## src/rtl/br_resolver_if.sv

```systemverilog
`default_nettype none
// ============================================================================
// Module      : br_resolver_if
// Description : Bundle of prediction-push, resolve, JALR and training/redirect
//               signals between fetch/execute and the branch resolver.
// Revision    : 1.0 - initial release
// ============================================================================
interface br_resolver_if;
    // Fetch-side prediction push
    logic        pred_valid_i;
    logic        pred_taken_i;
    logic [31:0] pred_pc_i;
    logic [31:0] pred_target_i;
    logic        pred_ready_o;

    // Execute-side resolution
    logic        res_valid_i;
    logic        res_taken_i;
    logic [31:0] res_pc_i;
    logic [31:0] res_target_i;
    logic        jalr_valid_i;
    logic [31:0] jalr_target_i;

    // Training, redirect and status
    logic        br_sig_o;
    logic        miss_pred_o;
    logic        redirect_o;
    logic [31:0] redirect_pc_o;
    logic        flush_o;
    logic        err_o;
    logic [31:0] stat_branches_o;
    logic [31:0] stat_misses_o;

    // Pipeline side: drives pushes/resolves, consumes training and redirect
    modport master (
        output pred_valid_i, pred_taken_i, pred_pc_i, pred_target_i,
        output res_valid_i, res_taken_i, res_pc_i, res_target_i,
        output jalr_valid_i, jalr_target_i,
        input  pred_ready_o, br_sig_o, miss_pred_o, redirect_o, redirect_pc_o,
        input  flush_o, err_o, stat_branches_o, stat_misses_o
    );

    // Resolver side
    modport slave (
        input  pred_valid_i, pred_taken_i, pred_pc_i, pred_target_i,
        input  res_valid_i, res_taken_i, res_pc_i, res_target_i,
        input  jalr_valid_i, jalr_target_i,
        output pred_ready_o, br_sig_o, miss_pred_o, redirect_o, redirect_pc_o,
        output flush_o, err_o, stat_branches_o, stat_misses_o
    );
endinterface
`default_nettype wire

```

## src/rtl/br_resolver.sv

```systemverilog
`default_nettype none
// ============================================================================
// Module      : br_resolver
// Description : Execute-stage branch resolution. Holds fetch predictions in an
//               in-order queue, compares the head against the resolved
//               outcome, emits predictor training, PC redirect and flush.
//               Optional macro BR_RESOLVER_STATS_EN enables the branch and
//               mispredict statistics counters.
// Revision    : 1.0 - initial release
// ============================================================================
module br_resolver #(
    parameter int DEPTH        = 4,
    parameter int FLUSH_CYCLES = 2
) (
    input  wire logic     clk,
    input  wire logic     reset_n,
    br_resolver_if.slave  bus
);

    localparam int c_addr_w = $clog2(DEPTH);
    localparam int c_ptr_w  = c_addr_w + 1;
    localparam int c_cnt_w  = (FLUSH_CYCLES > 1) ? $clog2(FLUSH_CYCLES) : 1;

    typedef enum logic [0:0] {
        ST_IDLE  = 1'b0,
        ST_FLUSH = 1'b1
    } state_t;

    // Prediction queue storage (data only, validity is carried by the pointers)
    logic [31:0]          r_q_pc     [DEPTH];
    logic [31:0]          r_q_target [DEPTH];
    logic                 r_q_taken  [DEPTH];
    logic [c_ptr_w-1:0]   r_wr_ptr;
    logic [c_ptr_w-1:0]   r_rd_ptr;

    state_t               r_state;
    logic [c_cnt_w-1:0]   r_flush_cnt;

    // Registered outputs
    logic                 r_pred_ready;
    logic                 r_br_sig;
    logic                 r_miss_pred;
    logic                 r_redirect;
    logic [31:0]          r_redirect_pc;
    logic                 r_flush;
    logic                 r_err;

    // Combinational decode
    logic [c_ptr_w-1:0]   w_count;
    logic [c_ptr_w-1:0]   w_count_next;
    logic                 w_empty;
    logic                 w_idle;
    logic                 w_push;
    logic                 w_res;
    logic                 w_pop;
    logic                 w_jalr;
    logic [c_addr_w-1:0]  w_head_idx;
    logic [31:0]          w_head_pc;
    logic [31:0]          w_head_target;
    logic                 w_head_taken;
    logic                 w_mis;
    logic                 w_redirect;
    logic [31:0]          w_redirect_pc;
    logic                 w_err;

    assign w_count      = r_wr_ptr - r_rd_ptr;
    assign w_empty      = (r_wr_ptr == r_rd_ptr);
    assign w_idle       = (r_state == ST_IDLE);

    // pred_ready is already low while full or flushing, so it gates the push
    assign w_push       = bus.pred_valid_i && r_pred_ready;
    assign w_res        = w_idle && bus.res_valid_i;
    assign w_pop        = w_res && !w_empty;
    // A JALR colliding with a resolve is dropped; the resolve takes priority
    assign w_jalr       = w_idle && bus.jalr_valid_i && !bus.res_valid_i;

    assign w_head_idx    = r_rd_ptr[c_addr_w-1:0];
    assign w_head_pc     = r_q_pc[w_head_idx];
    assign w_head_target = r_q_target[w_head_idx];
    assign w_head_taken  = r_q_taken[w_head_idx];

    // Target only matters when the branch was actually taken
    assign w_mis = (w_head_taken != bus.res_taken_i) ||
                   (bus.res_taken_i && (w_head_target != bus.res_target_i));

    assign w_redirect    = (w_pop && w_mis) || w_jalr;
    assign w_redirect_pc = w_jalr           ? bus.jalr_target_i :
                           bus.res_taken_i  ? bus.res_target_i  :
                                              bus.res_pc_i + 32'd4;

    // Protocol errors: resolve with nothing queued, PC out of order, or a
    // JALR arriving in the same cycle as a resolve
    assign w_err = w_res && (w_empty || (w_head_pc != bus.res_pc_i) || bus.jalr_valid_i);

    assign w_count_next = w_count + c_ptr_w'(w_push) - c_ptr_w'(w_pop);

    // Queue data write; entries past the read pointer are never observed
    always_ff @(posedge clk) begin
        if (w_push) begin
            r_q_pc[r_wr_ptr[c_addr_w-1:0]]     <= bus.pred_pc_i;
            r_q_target[r_wr_ptr[c_addr_w-1:0]] <= bus.pred_target_i;
            r_q_taken[r_wr_ptr[c_addr_w-1:0]]  <= bus.pred_taken_i;
        end
    end

    // Resolution FSM, queue pointers and all registered outputs
    always_ff @(posedge clk or negedge reset_n) begin
        if (!reset_n) begin
            r_state       <= ST_IDLE;
            r_flush_cnt   <= '0;
            r_wr_ptr      <= '0;
            r_rd_ptr      <= '0;
            r_pred_ready  <= 1'b1;
            r_br_sig      <= 1'b0;
            r_miss_pred   <= 1'b0;
            r_redirect    <= 1'b0;
            r_redirect_pc <= '0;
            r_flush       <= 1'b0;
            r_err         <= 1'b0;
        end else begin
            r_br_sig    <= 1'b0;
            r_miss_pred <= 1'b0;
            r_redirect  <= 1'b0;
            r_err       <= 1'b0;
            case (r_state)
                ST_IDLE: begin
                    r_br_sig    <= w_pop;
                    r_miss_pred <= w_pop && w_mis;
                    r_err       <= w_err;
                    if (w_redirect) begin
                        // Everything still queued is wrong-path: drop it,
                        // including any push landing this cycle
                        r_redirect    <= 1'b1;
                        r_redirect_pc <= w_redirect_pc;
                        r_state       <= ST_FLUSH;
                        r_flush_cnt   <= '0;
                        r_flush       <= 1'b1;
                        r_wr_ptr      <= '0;
                        r_rd_ptr      <= '0;
                        r_pred_ready  <= 1'b0;
                    end else begin
                        if (w_push) r_wr_ptr <= r_wr_ptr + 1'b1;
                        if (w_pop)  r_rd_ptr <= r_rd_ptr + 1'b1;
                        r_pred_ready <= (w_count_next != c_ptr_w'(DEPTH));
                    end
                end
                ST_FLUSH: begin
                    // All pipeline inputs are ignored while flushing
                    if (r_flush_cnt == c_cnt_w'(FLUSH_CYCLES - 1)) begin
                        r_state      <= ST_IDLE;
                        r_flush      <= 1'b0;
                        r_pred_ready <= 1'b1;
                    end else begin
                        r_flush_cnt  <= r_flush_cnt + 1'b1;
                    end
                end
                default: begin
                    r_state <= ST_IDLE;
                end
            endcase
        end
    end

    assign bus.pred_ready_o  = r_pred_ready;
    assign bus.br_sig_o      = r_br_sig;
    assign bus.miss_pred_o   = r_miss_pred;
    assign bus.redirect_o    = r_redirect;
    assign bus.redirect_pc_o = r_redirect_pc;
    assign bus.flush_o       = r_flush;
    assign bus.err_o         = r_err;

`ifdef BR_RESOLVER_STATS_EN
    logic [31:0] r_stat_branches;
    logic [31:0] r_stat_misses;

    // Count training strobes and the mispredicts among them
    always_ff @(posedge clk or negedge reset_n) begin
        if (!reset_n) begin
            r_stat_branches <= '0;
            r_stat_misses   <= '0;
        end else if (r_br_sig) begin
            r_stat_branches <= r_stat_branches + 32'd1;
            if (r_miss_pred) r_stat_misses <= r_stat_misses + 32'd1;
        end
    end

    assign bus.stat_branches_o = r_stat_branches;
    assign bus.stat_misses_o   = r_stat_misses;
`else
    assign bus.stat_branches_o = '0;
    assign bus.stat_misses_o   = '0;
`endif

endmodule
`default_nettype wire
```

## src/flat_wrapper.sv

```systemverilog
// flat-port wrapper written by rule: the top's interface ports become plain ports
module br_resolver_flat 
#(
    parameter int DEPTH        = 4,
    parameter int FLUSH_CYCLES = 2
)
  (clk, reset_n, bus_pred_valid_i, bus_pred_taken_i, bus_pred_pc_i, bus_pred_target_i, bus_res_valid_i, bus_res_taken_i, bus_res_pc_i, bus_res_target_i, bus_jalr_valid_i, bus_jalr_target_i, bus_pred_ready_o, bus_br_sig_o, bus_miss_pred_o, bus_redirect_o, bus_redirect_pc_o, bus_flush_o, bus_err_o, bus_stat_branches_o, bus_stat_misses_o);
  br_resolver_if bus_i ();
  input  wire logic clk;
  input  wire logic reset_n;
  input wire logic [$bits(bus_i.pred_valid_i)-1:0] bus_pred_valid_i;
  input wire logic [$bits(bus_i.pred_taken_i)-1:0] bus_pred_taken_i;
  input wire logic [$bits(bus_i.pred_pc_i)-1:0] bus_pred_pc_i;
  input wire logic [$bits(bus_i.pred_target_i)-1:0] bus_pred_target_i;
  input wire logic [$bits(bus_i.res_valid_i)-1:0] bus_res_valid_i;
  input wire logic [$bits(bus_i.res_taken_i)-1:0] bus_res_taken_i;
  input wire logic [$bits(bus_i.res_pc_i)-1:0] bus_res_pc_i;
  input wire logic [$bits(bus_i.res_target_i)-1:0] bus_res_target_i;
  input wire logic [$bits(bus_i.jalr_valid_i)-1:0] bus_jalr_valid_i;
  input wire logic [$bits(bus_i.jalr_target_i)-1:0] bus_jalr_target_i;
  output wire logic [$bits(bus_i.pred_ready_o)-1:0] bus_pred_ready_o;
  output wire logic [$bits(bus_i.br_sig_o)-1:0] bus_br_sig_o;
  output wire logic [$bits(bus_i.miss_pred_o)-1:0] bus_miss_pred_o;
  output wire logic [$bits(bus_i.redirect_o)-1:0] bus_redirect_o;
  output wire logic [$bits(bus_i.redirect_pc_o)-1:0] bus_redirect_pc_o;
  output wire logic [$bits(bus_i.flush_o)-1:0] bus_flush_o;
  output wire logic [$bits(bus_i.err_o)-1:0] bus_err_o;
  output wire logic [$bits(bus_i.stat_branches_o)-1:0] bus_stat_branches_o;
  output wire logic [$bits(bus_i.stat_misses_o)-1:0] bus_stat_misses_o;
  assign bus_i.pred_valid_i = bus_pred_valid_i;
  assign bus_i.pred_taken_i = bus_pred_taken_i;
  assign bus_i.pred_pc_i = bus_pred_pc_i;
  assign bus_i.pred_target_i = bus_pred_target_i;
  assign bus_i.res_valid_i = bus_res_valid_i;
  assign bus_i.res_taken_i = bus_res_taken_i;
  assign bus_i.res_pc_i = bus_res_pc_i;
  assign bus_i.res_target_i = bus_res_target_i;
  assign bus_i.jalr_valid_i = bus_jalr_valid_i;
  assign bus_i.jalr_target_i = bus_jalr_target_i;
  assign bus_pred_ready_o = bus_i.pred_ready_o;
  assign bus_br_sig_o = bus_i.br_sig_o;
  assign bus_miss_pred_o = bus_i.miss_pred_o;
  assign bus_redirect_o = bus_i.redirect_o;
  assign bus_redirect_pc_o = bus_i.redirect_pc_o;
  assign bus_flush_o = bus_i.flush_o;
  assign bus_err_o = bus_i.err_o;
  assign bus_stat_branches_o = bus_i.stat_branches_o;
  assign bus_stat_misses_o = bus_i.stat_misses_o;
  br_resolver #(.DEPTH(DEPTH), .FLUSH_CYCLES(FLUSH_CYCLES)) u_core (.clk(clk), .reset_n(reset_n), .bus(bus_i));
endmodule
```

## config.mk

```make
export PLATFORM = sky130hd
export DESIGN_NAME = br_resolver_flat
export DESIGN_NICKNAME = d
export VERILOG_FILES = /design/src/rtl/br_resolver_if.sv /design/src/rtl/br_resolver.sv /design/src/flat_wrapper.sv
export SDC_FILE = /design/constraint.sdc
export NUM_CORES = 1
export LEC_CHECK = 0
export BUFFER_PORTS_ARGS = -buffer_cell sky130_fd_sc_hd__buf_2
export CORE_UTILIZATION = 40
export CTS_BUF_LIST = sky130_fd_sc_hd__clkbuf_4
export CTS_CLUSTER_SIZE = 10
export DETAILED_ROUTE_END_ITERATION = 7
export SLEW_MARGIN = 20
export SYNTH_ARGS = -nofsm -noshare
export SYNTH_HDL_FRONTEND = slang
export SYNTH_SLANG_ARGS = --single-unit
```

## constraint.sdc

```tcl
create_clock -name clk -period 6.29 [get_ports clk]
set_clock_uncertainty 0.15 [all_clocks]
set_input_delay 1.258 -clock clk [delete_from_list [all_inputs] [get_ports clk]]
set_output_delay 1.258 -clock clk [all_outputs]
set_load 0.05 [all_outputs]
```

==> impl_metrics.py <==
metrics = {
    "worst_hold_path": {
        "hp-class": "reg -> reg",
    },
    "critical_path": {
        "crit_buf_inv": 2,
        "critical-path-max-stage-delay_ns": 0.98,
        "crit_slowest_cell": "dfrtp_4",
        "arrival_ns": 4.97,
        "crit_fanout": 45,
        "cp.required_ns": 6.72,
        "crit_family": "adder cells",
        "startpoint_type": "register",
        "crit_chain": "buf_4 > xor2_1 > nor3_1 > nor2_1 > inv_1 > fa_1 > fa_1 > ha_1 > xnor2_1 > xnor2_1 > or4_1 > o311a_1",
        "end_kind": "register",
        "worst-setup-path-type": "reg -> reg",
    },
    "floorplan": {
        "dieArea_um2": 35600,
        "die_y_um": 189,
        "start_util_pct": 41.1,
        "core_area_um2": 33900,
        "placementRows": 67,
        "die_x_um": 189,
        "io_pins": 269,
    },
    "cells_and_area": {
        "fin_area_um2": 16300,
        "fillers": 3009,
        "multiInputGateArea_um2": 4400,
        "final-seq-area_um2": 8960,
        "drive_gt1_share_pct": 38.4,
        "layout.nets": 1291,
        "area_growth_syn_to_layout_pct": 16.9,
    },
    "yosys": {
        "ys.warnings.count": 0,
        "synth-main-ff-cell": "edfxtp_1",
        "syn_area_um2": 13900,
        "synth-edff-count": 260,
        "synth_top_area_share_pct": 56.0,
        "ys_ff_latch": 306,
        "avgSynthCellArea_um2": 16.4,
        "seq_area_frac_synth_pct": 64.3,
        "synthCells": 852,
        "synth_cell_types": 55,
        "yosys.area.top_type": "edfxtp_1",
        "synth.area.top_cells": "edfxtp_1 (56%), mux4_2 (9.7%), dfrtp_1 (8.1%)",
        "synthArstFlopShare_pct": 15.0,
    },
    "status": {
        "status": "completed",
    },
    "placed_design": {
        "post-place-ws_ns": 1.77,
        "routabilityCongestion": 0.779,
        "portBuffers": 204,
        "dp_hpwl_um": 25200,
        "dpl_cell_area_um2": 15200,
    },
    "sta": {
        "rsz0062_at_grt": "no",
        "relSlewSlack_pct": 34.0,
        "drv_slew": 0,
        "whs_ns": 0.354,
        "setup_viol": 0,
        "fin_crit_sh_pct": 72.2,
        "setup-tns-final_ns": 0,
        "hold_viol": 0,
        "max_freq_mhz": 220,
        "tightest_slew_ns": 0.986,
        "setup_ws_ns": 1.75,
        "fin_crit_ns": 4.54,
    },
    "clocking": {
        "insertion_delay_ns": 0.70,
        "clk_path_buf_depth": 3,
        "tritoncts": "yes",
        "cts_hold_buffers": 0,
        "cts_made_buffers": 82,
        "clock-sinks": 306,
        "ctsHtreeMaxLevel": 3,
        "ctsResizeCount": 0,
        "clkSlewWorstSetupHoldPaths_ns": 0.07,
        "postCtsSetupBuffers": 0,
        "root_buffer": "clkbuf_4",
    },
    "drt": {
        "vias_per_cell": 5.06,
        "drt_first_pass_iters": 5,
        "wl_per_cell_um": 21.9,
        "drc": 0,
        "wl_um": 35600,
        "ant_nets": 0,
        "drt_iter0_markers": 526,
        "vias": 8244,
    },
    "global_routing": {
        "grt_pass1_vias": 8398,
        "grt_overflow": 0,
        "grt_max_degree": 47,
        "grt_pass1_wl_um": 53100,
        "track_usage_pct": 20.5,
        "antenna_found_initial": 8,
    },
    "flow_run": {
        "maxCapViolCount": 0,
    },
    "power": {
        "ir_drop_uv": 273,
        "p_per_area_nw_per_um2": 427,
        "leakagePower_nw": 6.16,
    },
}
-- cell usage in the layout (no fill, tap or decap), types with 3 or more instances in the layout --
cell type   netlist  final
a221o_1           5      5
a221oi_1          3      3
a221oi_2         18     18
and2_1            8      8
and3_1           11      7
and3_2            0      4
buf_2            11    204
buf_4            68      9
clkbuf_4          0    130
clkinv_1          0     11
clkinvlp_4        0      3
conb_1            1     64
dfrtp_1          45     43
diode_2           0      3
edfxtp_1        260    260
ha_1              8      8
inv_1            35     35
mux2_2            6      6
mux2i_1          40     40
mux4_2           60     60
nand2_1          25     24
nand2b_1          3      3
nand3_1          19     19
nand4_1          16     16
nor2_1           32     32
nor3_1            9      9
nor4_1            3      3
o211ai_1          4      4
o21ai_0          13     13
or3_1             4      4
xnor2_1          78     78
xor2_1           17     17
-- synthesized netlist by cell type (3+ instances only) --
cell type,n
nand4_1,16
mux2_2,6
xnor2_1,78
a221oi_2,18
mux2i_1,40
or3_1,4
nand2b_1,3
and3_1,11
inv_1,35
nor3_1,9
buf_4,68
o211ai_1,4
a221oi_1,3
nand2_1,25
xor2_1,17
ha_1,8
buf_6,4
nor4_1,3
o21ai_0,13
edfxtp_1,260
clkbuf_1,12
mux4_2,60
buf_2,11
nand3_1,19
dfrtp_1,45
nor2_1,32
and2_1,8
a221o_1,5
-- power breakdown --
| part | switching (mW) | leakage (nW) | internal (mW) |
|---|---|---|---|
| registers | 0.211 | 2.90 | 2.59 |
| clock network | 0.807 | 0.657 | 1.02 |
| logic | 1.42 | 2.60 | 0.901 |
-- per-stage QoR --
stage | instances | utilization, % | power (mW)
6_report | 1630 | 48.1 | 6.95
5_1_grt | 1628 | 48.1 | 7.32
4_1_cts | 1627 | 48.1 | 7.04
3_5_place_dp | 1478 | 44.8 | 5.20
3_3_place_gp | 1478 | 44.8 | 5.18
2_1_floorplan | 915 | - | 4.66
-- worst register-to-register path, delay by kind of cell, from the launching register on --
kind	cells	cell delay, ns
xor+xnor	3	0.49
simple gates	3	0.75
compound gates	1	0.12
buf+inv	2	0.87
fa+ha+maj	3	1.10
flops	1	0.98
-- worst paths after layout --
path	from	endpoint	slack [ns]	depth (start not counted)
setup / recovery	u_core.r_rd_ptr[0]	u_core.bus.pred_ready_o	1.75	12
hold / removal	u_core.bus.flush_o	u_core.bus.flush_o	0.35	2
setup reg to reg	u_core.r_rd_ptr[0]	u_core.bus.pred_ready_o	1.75	12
hold reg to reg	u_core.bus.flush_o	u_core.bus.flush_o	0.35	2
max in group asynchronous	reset_n	u_core.r_rd_ptr[0]	4.90	2
min in group asynchronous	reset_n	u_core.bus.redirect_pc_o[5]	0.54	2
-- sequential cells by signal (all words and copies together) (netlist names) --
register	count
u_core.r_q_pc	128
u_core.r_q_target	128
u_core.bus.redirect_pc_o	32
u_core.r_q_taken	4
u_core.r_rd_ptr	3
u_core.r_wr_ptr	3
u_core.bus.br_sig_o	1
u_core.bus.err_o	1
u_core.bus.flush_o	1
u_core.bus.miss_pred_o	1
u_core.bus.pred_ready_o	1
u_core.bus.redirect_o	1
u_core.r_flush_cnt	1
u_core.r_state	1
-- logic make-up (layout without fill, tap and decap cells) --
kind of cell,Yosys count,count (layout),synth area share (%)
AO/OA/AOI/OAI,58,58,4.17
XOR/XNOR,95,95,5.97
AND/OR/NAND/NOR,139,139,5.19
other,1,67,0.0269
flip-flops,306,306,64.3
adder cells (fa/ha/maj),10,10,1.01
multiplexers,108,108,13.4
buffers and inverters,135,399,5.88
-- final cells by class --
cell class	count	area share (%)
repair buffers	213	6.69
clock inverters	19	0.868
inverters	37	0.868
flip-flops and latches	306	55.1
clock buffers	130	5.99
diodes	3	0.0461
well taps	448	3.44
multi-input cells	474	27.0
-- routing by layer --
layer  track usage [%]  vias up  wire length (um)
li1                  -     3728                 -
met1              26.4     4101             14900
met2              34.2      359             17700
met3              5.18       48              2450
met4              5.49        8               483
met5                 0        -                49
Note: power is estimated with default switching activity, not from simulation.
